--- config.mk ---
export PLATFORM = sky130hd
export DESIGN_NAME = cpu_boot_driver
export DESIGN_NICKNAME = d
export VERILOG_FILES = /design/src/rtl/cpu_boot_driver.sv
export SDC_FILE = /design/constraint.sdc
export NUM_CORES = 1
export LEC_CHECK = 0
export CAP_MARGIN = 15
export CORE_UTILIZATION = 30
export DETAILED_ROUTE_END_ITERATION = 16
export PLACE_DENSITY = 0.74
export SLEW_MARGIN = 20
export SYNTH_ARGS = -nofsm -noshare
export SYNTH_HDL_FRONTEND = slang
export SYNTH_SLANG_ARGS = --single-unit
--- constraint.sdc ---
create_clock -name clk -period 1.8 [get_ports clk]
set_clock_uncertainty 0.1 [all_clocks]
set_input_delay 0.36 -clock clk [delete_from_list [all_inputs] [get_ports clk]]
set_output_delay 0.36 -clock clk [all_outputs]
set_load 0.005 [all_outputs]
--- src/rtl/cpu_boot_driver.sv ---
// cpu_boot_driver: preloads init words into data memory, runs the core,
// collects mailbox result bits. Optional watchdog: CPU_BOOT_DRIVER_TIMEOUT_EN.
module cpu_boot_driver #(
    parameter int          INIT_WORDS     = 2,
    parameter logic [31:0] INIT_BASE      = 32'h0200_0000,
    parameter int          ADR_STRIDE     = 4,
    parameter logic [31:0] MAILBOX_ADR    = 32'h0200_0000,
    parameter int          OUT_WIDTH      = 8,
    parameter int          TIMEOUT_CYCLES = 4096,
    localparam int         IDX_W          = $clog2(OUT_WIDTH + 1)
) (
    input  logic                    clk,
    input  logic                    reset,
    input  logic                    CPU_start,
    input  logic [32*INIT_WORDS-1:0] init_data,
    input  logic                    MemWrite,
    input  logic [31:0]             WriteData,
    input  logic [31:0]             DataAdr,
    output logic                    cpu_reset,
    output logic                    Ext_MemWrite,
    output logic [31:0]             Ext_WriteData,
    output logic [31:0]             Ext_DataAdr,
    output logic [OUT_WIDTH-1:0]    final_output,
    output logic [IDX_W-1:0]        out_index,
    output logic                    busy,
    output logic                    done,
    output logic                    timeout
);

    typedef enum logic [2:0] {
        IDLE,
        INIT_WR,
        INIT_GAP,
        RUN,
        DONE
    } state_t;

    state_t      state;
    logic [3:0]  word_cnt;
    logic        start_q;
    logic        start_edge;
    logic        start_ok;
    logic        capture;
    logic        last_word;
    logic        last_bit;
    logic [31:0] word_sel;
    logic [31:0] word_adr;

    assign start_edge = CPU_start && !start_q;
    assign start_ok   = start_edge &&
                        (state == IDLE || state == RUN || state == DONE);
    assign capture    = MemWrite && (DataAdr == MAILBOX_ADR);
    assign last_word  = (word_cnt == 4'(INIT_WORDS - 1));
    assign last_bit   = (out_index == IDX_W'(OUT_WIDTH - 1));
    assign word_adr   = INIT_BASE + 32'(word_cnt) * 32'(ADR_STRIDE);

    // Select the init word addressed by the word counter.
    always_comb begin
        word_sel = '0;
        for (int i = 0; i < INIT_WORDS; i++) begin
            if (word_cnt == 4'(i)) begin
                word_sel = init_data[32*i +: 32];
            end
        end
    end

`ifdef CPU_BOOT_DRIVER_TIMEOUT_EN
    logic [31:0] wd_cnt;
    logic        wd_expire;
    logic        unused_bits;

    assign wd_expire   = (wd_cnt == 32'(TIMEOUT_CYCLES - 1));
    assign unused_bits = ^WriteData[31:1];
`else
    logic unused_bits;

    // No watchdog in this build: RUN waits for the program indefinitely.
    assign timeout     = 1'b0;
    assign unused_bits = ^{WriteData[31:1], 32'(TIMEOUT_CYCLES)};
`endif

    // Boot sequencer: start detect, preload, run, result capture.
    always_ff @(posedge clk) begin
        if (reset) begin
            state         <= IDLE;
            cpu_reset     <= 1'b1;
            Ext_MemWrite  <= 1'b0;
            Ext_WriteData <= '0;
            Ext_DataAdr   <= '0;
            final_output  <= '0;
            out_index     <= '0;
            busy          <= 1'b0;
            done          <= 1'b0;
            word_cnt      <= '0;
            start_q       <= 1'b0;
`ifdef CPU_BOOT_DRIVER_TIMEOUT_EN
            timeout       <= 1'b0;
            wd_cnt        <= '0;
`endif
        end else begin
            start_q <= CPU_start;
            if (start_ok) begin
                // A new start wins over any capture in the same cycle.
                state         <= INIT_WR;
                cpu_reset     <= 1'b1;
                Ext_MemWrite  <= 1'b0;
                Ext_WriteData <= '0;
                Ext_DataAdr   <= '0;
                final_output  <= '0;
                out_index     <= '0;
                busy          <= 1'b1;
                done          <= 1'b0;
                word_cnt      <= '0;
`ifdef CPU_BOOT_DRIVER_TIMEOUT_EN
                timeout       <= 1'b0;
                wd_cnt        <= '0;
`endif
            end else begin
                unique case (state)
                    IDLE: begin
                        cpu_reset <= 1'b1;
                    end
                    INIT_WR: begin
                        cpu_reset     <= 1'b1;
                        Ext_MemWrite  <= 1'b1;
                        Ext_WriteData <= word_sel;
                        Ext_DataAdr   <= word_adr;
                        state         <= INIT_GAP;
                    end
                    INIT_GAP: begin
                        Ext_MemWrite  <= 1'b0;
                        Ext_WriteData <= '0;
                        Ext_DataAdr   <= '0;
                        if (last_word) begin
                            state     <= RUN;
                            cpu_reset <= 1'b0;
`ifdef CPU_BOOT_DRIVER_TIMEOUT_EN
                            wd_cnt    <= '0;
`endif
                        end else begin
                            word_cnt  <= word_cnt + 4'd1;
                            state     <= INIT_WR;
                        end
                    end
                    RUN: begin
                        if (capture) begin
                            for (int i = 0; i < OUT_WIDTH; i++) begin
                                if (out_index == IDX_W'(i)) begin
                                    final_output[i] <= WriteData[0];
                                end
                            end
                            out_index <= out_index + IDX_W'(1);
`ifdef CPU_BOOT_DRIVER_TIMEOUT_EN
                            wd_cnt    <= '0;
`endif
                            if (last_bit) begin
                                state     <= DONE;
                                cpu_reset <= 1'b1;
                                done      <= 1'b1;
                                busy      <= 1'b0;
                            end
                        end
`ifdef CPU_BOOT_DRIVER_TIMEOUT_EN
                        else if (wd_expire) begin
                            // Program went silent: stop it, keep partial bits.
                            state     <= DONE;
                            cpu_reset <= 1'b1;
                            done      <= 1'b1;
                            busy      <= 1'b0;
                            timeout   <= 1'b1;
                        end else begin
                            wd_cnt <= wd_cnt + 32'd1;
                        end
`endif
                    end
                    DONE: begin
                        cpu_reset <= 1'b1;
                    end
                    default: begin
                        state <= IDLE;
                    end
                endcase
            end
        end
    end

endmodule

==> impl_metrics.csv, run 1 <==
group,metric,value,unit
status,status,"finished, final reports clean",
power,p_comb_share,20.0,%
placed_design,dp_cells,647,
setup_path,worstReg2RegEnd,"cpu_reset",
placed_design,gp_congestion,0.7956,
finish,multi_input_area,1883,um2
sta,max_freq,0.5598,GHz
sta,fin_crit,1.786,ns
drt,drt-wirelength-per-cell,14.21,um
power,p_switching,854.7,uW
setup_path,rr_worst_depth,7,
setup_path,crit_buf_inv,2,
yosys,yosysUniqueCellTypes,44,
drt,drt_iter0_drc,109,
hold_path,hp-start,"done",
finish,fill_cells,958,
power,static-leakage-power,0.002138,uW
setup_path,crit_path_cell_trace,"clkdlybuf4s15_1 -> nor4b_4 -> nand4_1 -> buf_6 -> or4_4 -> mux2i_1",
setup_path,cpPeakStageDelay,0.53,ns
setup_path,critPathKind,"in2reg",
power,total_power,3278,uW
setup_path,start_kind,"input port",
finish,fin_area,5366,um2
drt,drc_errors,0,
power,power.density,610.9,nW/um2
flow_run,max_cap_viol_count,0,
hold_path,holdPathEnd,"done",
sta,rsz0062_at_grt,"yes",
grt,grt_pass1_wl,14.85,mm
finish,area_growth,69.26,%
grt,busiest_layer,"met2",
finish,final_common_cell,"clkdlybuf4s50_1",
yosys,synth.ff_latch_count,60,
finish,final_nets,668,
setup_path,path_max_fanout,5,
grt,grt_max_degree,38,
clock_tree,cts_tree,"done",
grt,grt.total_usage,16.65,%
sta,holdWs,0.3555,ns
yosys,post_synth.cell_area_avg,8.931,um2
power,ir_drop,0.0004411,V
setup_path,cp.required,1.93,ns
clock_tree,clk_pin_slew_worst_paths,0.08,ns
finish,drive_above_1_share,20.97,%
yosys,async_flop_share,0,%
yosys,ys_seq_area_share,37.88,%
placed_design,portBuffers,153,
clock_tree,cts_inserted_buffers,9,
drt,routed_via_density,4.910,
clock_tree,cts_max_level,3,
power,p_int,2424,uW
power,clock_power_share,37.8,%
grt,overflow,0,
grt,met3_usage,6.488,%
sta,finalSetupViolations,0,
yosys,synth_top_area_share,37.88,%
setup_path,slowest_stage,"or4_4",
placed_design,dpl_cell_area,4954,um2
setup_path,crit_family,"simple AND/OR/NAND/NOR gates",
finish,final-seq-area,1216,um2
grt,antenna_found_initial,0,
setup_path,r2r_start,"word_cnt[1]",
grt,grt_pass1_vias,3204,
yosys,yosysTopAreaCell,"dfxtp_1",
sta,fin_tns_setup,0,ns
die,start_util,30.85,%
sta,finalCritPeriodShare,99.25,%
die,fp-row-count,37,
grt,use_met1,18.42,%
drt,vias,3290,
die,pin_count,213,
finish,final_cells,670,
sta,hold_viol_final,0,
hold_path,hold_path.class,"reg2reg",
grt,grt_use_met2,29.42,%
clock_tree,cts_hold_buf,0,
power,p_sw_share,26.07,%
die,fp.dieH,104.8,um
setup_path,reg2reg_slack,0.03,ns
clock_tree,numClockSinks,60,
power,seq_power_share,42.2,%
yosys,synth_area_leaders,"dfxtp_1, a22o_1, a22oi_1",
clock_tree,clockRootBuffer,"clkbuf_8",
yosys,syn_area,3171,um2
clock_tree,clk_latency,0.34,ns
drt,wirelength,9.519,mm
die,core,10280,um2
setup_path,end_kind,"register",
yosys,synthCells,355,
finish,layout.cells.most_common_list,"clkdlybuf4s50_1, dfxtp_1, nor2_1, a22oi_1, a22o_1",
hold_path,hold_path_depth,2,
finish,diodes,0,
setup_path,crit_arrival,1.92,ns
drt,ant_nets,0,
die,dieArea,10980,um2
placed_design,dp_hpwl,6.835,mm
clock_tree,cts_buffer_depth,2,
yosys,synth_top_flop_cell,"dfxtp_1",
drt,drt_pass1_iterations,4,
sta,maxSlewViolCount,0,
yosys,synth_edf_count,0,
yosys,yosys_warnings,0,
die,die_w,104.8,um
## stage by stage
step	worst slack (ns)	utilization (%)
finish	0.01353	52.22
global route	-0.03482	52.22
CTS	-0.005678	51.57
detailed placement	-0.5560	48.20
global placement	-0.5271	48.09
floorplan	0.01074	-
## worst max path at each step
stage / startpoint / to / slack, ns / depth (start not counted)
after floorplan: DataAdr[23] / final_output[0] / 0.01 / 5
after global placement: word_cnt[1] / Ext_WriteData[19] / -0.53 / 7
after detailed placement: DataAdr[11] / out_index[0] / -0.56 / 7
after CTS: word_cnt[1] / cpu_reset / -0.006 / 7
after global routing: word_cnt[1] / cpu_reset / -0.03 / 7
final: DataAdr[14] / final_output[5] / 0.01 / 6
## worst register-to-register path, delay by kind of cell, from the launching register on
kind                       cells  cell delay [ns]
buffers and inverters          2             0.18
and+or+nand+nor                2             0.60
AOI/OAI and AO/OA              2             0.35
adders and majority gates      1             0.15
DFF                            1             0.32
## layout make-up
cell class                 count  area share, %
clock buffer                  10          2.565
clock inverter                 6          1.189
inverter                       9         0.6295
multi-input combinational    256          35.09
sequential                    60          22.66
tap                          136          3.171
timing repair buffer         193          34.69
## what timing repair did
action / CTS / global route
pin swaps: 20 / 10
setup buffers: 3 / 4
gates cloned: 2 / 0
hold endpoints to repair: 0 / 0
gates resized for setup: 69 / 46
setup endpoints to repair: 40 / 57
## synthesized netlist by cell type, types with 2 or more instances
cell type  number
nor3b_2         2
nor4_1          2
buf_2           7
nor4_2          6
clkbuf_1       20
inv_1           9
a22o_1         32
nand2b_1        2
or4_1           8
buf_4          29
nand2_1         7
nor2_1         48
or3_1           2
nand3b_1        4
dfxtp_1        60
mux2i_1        13
ha_1            7
and4_1          2
a22oi_1        36
nand4_1         6
a21oi_1         7
nand3_1        21
nor2b_1         2
nor4b_2         3
## registers in the layout, summed over array words and instances (netlist names)
| signal | flops |
|---|---|
| start_q | 1 |
| Ext_WriteData | 32 |
| cpu_reset | 1 |
| busy | 1 |
| word_cnt | 4 |
| done | 1 |
| out_index | 4 |
| state | 3 |
| Ext_DataAdr | 5 |
| final_output | 8 |
## power groups by stage
stage	Sequential (uW)	Combinational, uW	Clock (uW)
after global routing	1390	709	1340
after floorplan	1410	301	0
final	1380	656	1240
after CTS	1380	649	1270
after global placement	1410	632	0
after detailed placement	1410	645	0
## metal layers
| layer | wire [um] | part of all wire, % | vias to the layer above |
|---|---|---|---|
| met5 | 0 | 0 | - |
| met4 | 106 | 1.1 | 0 |
| met3 | 844 | 8.9 | 10 |
| met2 | 4797 | 50 | 142 |
| met1 | 3771 | 40 | 1542 |
| li1 | - | - | 1596 |
## cells by family after synthesis
group | after synthesis | synth area share [%]
xor+xnor | 2 | 0.5526
simple gates | 123 | 22.61
mux | 14 | 4.459
fa+ha+maj | 7 | 2.762
compound gates | 82 | 20.09
other cells | 1 | 0.1183
flops | 60 | 37.88
buf+inv | 66 | 11.52
Note: power is estimated with default switching activity, not from simulation.
==> run 2, diff against run 1 <==
--- a/config.mk
+++ b/config.mk
@@ -6,9 +6,12 @@
 export NUM_CORES = 1
 export LEC_CHECK = 0
 export CAP_MARGIN = 15
-export CORE_UTILIZATION = 30
+export CELL_PAD_IN_SITES_DETAIL_PLACEMENT = 2
+export CELL_PAD_IN_SITES_GLOBAL_PLACEMENT = 2
+export CORE_MARGIN = 5
+export CORE_UTILIZATION = 19
 export DETAILED_ROUTE_END_ITERATION = 16
-export PLACE_DENSITY = 0.74
+export PLACE_DENSITY = 0.83
 export SLEW_MARGIN = 20
 export SYNTH_ARGS = -nofsm -noshare
 export SYNTH_HDL_FRONTEND = slang
==> constraint.sdc (replaced) <==
create_clock -name clk -period 1.7 [get_ports clk]
set_clock_uncertainty 0.1 [all_clocks]
set_input_delay 0.34 -clock clk [delete_from_list [all_inputs] [get_ports clk]]
set_output_delay 0.34 -clock clk [all_outputs]
set_load 0.005 [all_outputs]
==> impl_metrics.csv, run 2 (same netlist as run 1, synthesis figures left out) <==
group,metric,value,unit
setup_path,reg2reg_slack,-0.09,ns
setup_path,end_kind,"register",
grt,grt_pass1_vias,4122,
power,power.density,668.7,nW/um2
power,static-leakage-power,0.002524,uW
setup_path,critPathKind,"reg2reg",
die,core,16470,um2
sta,finalCritPeriodShare,105.4,%
finish,diodes,0,
clock_tree,clk_pin_slew_worst_paths,0.06,ns
status,status,"finished with violations",
drt,ant_nets,0,
setup_path,startpoint,"word_cnt[0]",
die,pin_count,213,
clock_tree,cts_tree,"done",
sta,finalSetupViolations,17,
drt,routed_via_density,4.566,
finish,drive_above_1_share,31.35,%
sta,holdWs,0.3586,ns
drt,drt_pass1_iterations,4,
setup_path,rr_worst_depth,10,
grt,antenna_found_initial,0,
grt,overflow,0,
clock_tree,numClockSinks,60,
clock_tree,clockRootBuffer,"clkbuf_16",
sta,setup_slack,-0.09100,ns
sta,fin_crit,1.791,ns
hold_path,hold_path_depth,2,
drt,drt_iter0_drc,121,
die,fp.dieH,139.2,um
finish,final_common_cell,"clkdlybuf4s50_1",
die,die_w,139.2,um
clock_tree,clk_latency,0.33,ns
setup_path,r2r_start,"word_cnt[0]",
finish,layout.cells.most_common_list,"clkdlybuf4s50_1, dfxtp_1, nor2_1, buf_4, a22o_1",
drt,vias,3539,
setup_path,cp.required,1.81,ns
setup_path,crit_path_end,"Ext_WriteData[3]",
status,violations,"setup timing",
placed_design,place_worst_setup_slack,-0.6898,ns
drt,wirelength,14.90,mm
drt,drt-wirelength-per-cell,19.23,um
clock_tree,cts_max_level,3,
setup_path,start_kind,"register",
finish,largest_reg_flops,32,
die,dieArea,19370,um2
die,start_util,19.26,%
placed_design,portBuffers,153,
clock_tree,cts_buffer_depth,2,
setup_path,path_max_fanout,6,
sta,hold_viol_final,0,
sta,max_freq,0.5583,GHz
placed_design,dp_hpwl,10.43,mm
grt,grt_pass1_wl,22.67,mm
die,fp-row-count,47,
finish,final_cells,775,
flow_run,max_cap_viol_count,0,
sta,rsz0062_at_grt,"yes",
finish,area_growth,90.37,%
finish,top_regs,"Ext_WriteData x32, final_output x8, Ext_DataAdr x5",
power,ir_drop,0.0004063,V
setup_path,crit_arrival,1.90,ns
grt,grt_max_degree,42,
clock_tree,cts_inserted_buffers,9,
sta,maxSlewViolCount,0,
placed_design,dp_cells,735,
hold_path,hold_path.class,"reg2reg",
placed_design,gp_congestion,0.8769,
finish,final_nets,689,
clock_tree,cts_hold_buf,0,
power,total_power,4036,uW
drt,drc_errors,0,
setup_path,worstReg2RegEnd,"Ext_WriteData[3]",
grt,grt.total_usage,14.60,%
finish,top_register,"Ext_WriteData",
run 2: cell types whose count changed in the layout (fill, tap and decap cells not counted), sizes merged:
cell / before / now
inv: 9 / 10
buf: 43 / 79
clkinvlp: 2 / 3
bufinv: 1 / 0
dlymetal6s2s: 3 / 10
dlygate4sd2: 7 / 10
clkinv: 3 / 1
or3: 2 / 3
clkbuf: 17 / 15
clkdlybuf4s15: 11 / 4
clkdlybuf4s50: 122 / 106
run 2: how the worst min path moves through the flow:
stage / slack [ns] / startpoint / endpoint
5_1_grt: 0.38 / done / done
3_3_place_gp: 0.34 / done / done
6_report: 0.36 / done / done
3_5_place_dp: 0.35 / done / done
4_1_cts: 0.36 / done / done
2_1_floorplan: 0.31 / reset / start_q
run 2: power breakdown:
group | internal (uW) | leakage, uW | switching, uW
sequential | 1440 | 0.000490 | 24.1
clock | 1030 | 0.000128 | 690
combinational | 488 | 0.00191 | 366
run 2: layer usage:
metal | global-route usage [%] | wire length, um | vias to the layer above
li1 | - | - | 1642
met1 | 14.74 | 5434 | 1717
met2 | 27.44 | 8045 | 160
met3 | 5.897 | 1150 | 20
met4 | 4.377 | 269 | 0
met5 | 0 | 0 | -
run 2: layout make-up:
cell class                 instances  area [um2]
tap                              220       275.3
clock buffer                      11       242.7
inverter                           9       36.28
multi-input combinational        257        2096
sequential                        60        1217
fill                            1767       10430
clock inverter                     5       36.28
timing repair buffer             213        2132
run 2: what timing repair did:
action	4_1_cts	5_1_grt
resized for setup	152	59
setup buffers	10	7
setup endpoints to repair	64	57
gates cloned	6	2
pin swaps	62	32
run 2: worst max-delay path: stages (launching register included):
cell	delay, ns
dfxtp_2	0.33
buf_6	0.10
inv_4	0.03
ha_4	0.14
nor4b_4	0.12
buf_4	0.15
buf_12	0.12
buf_12	0.12
a22o_1	0.21
a22oi_2	0.16
nor2_1	0.08
run 2: stage by stage:
stage	setup TNS, ns	instance area (um2)	util (%)
after global routing	-3.326	6036	36.66
after floorplan	-1.241	3395	-
after detailed placement	-13.00	5215	31.67
after CTS	-1.890	5778	35.09
final	-0.9736	6036	36.66
after global placement	-12.00	5215	31.67
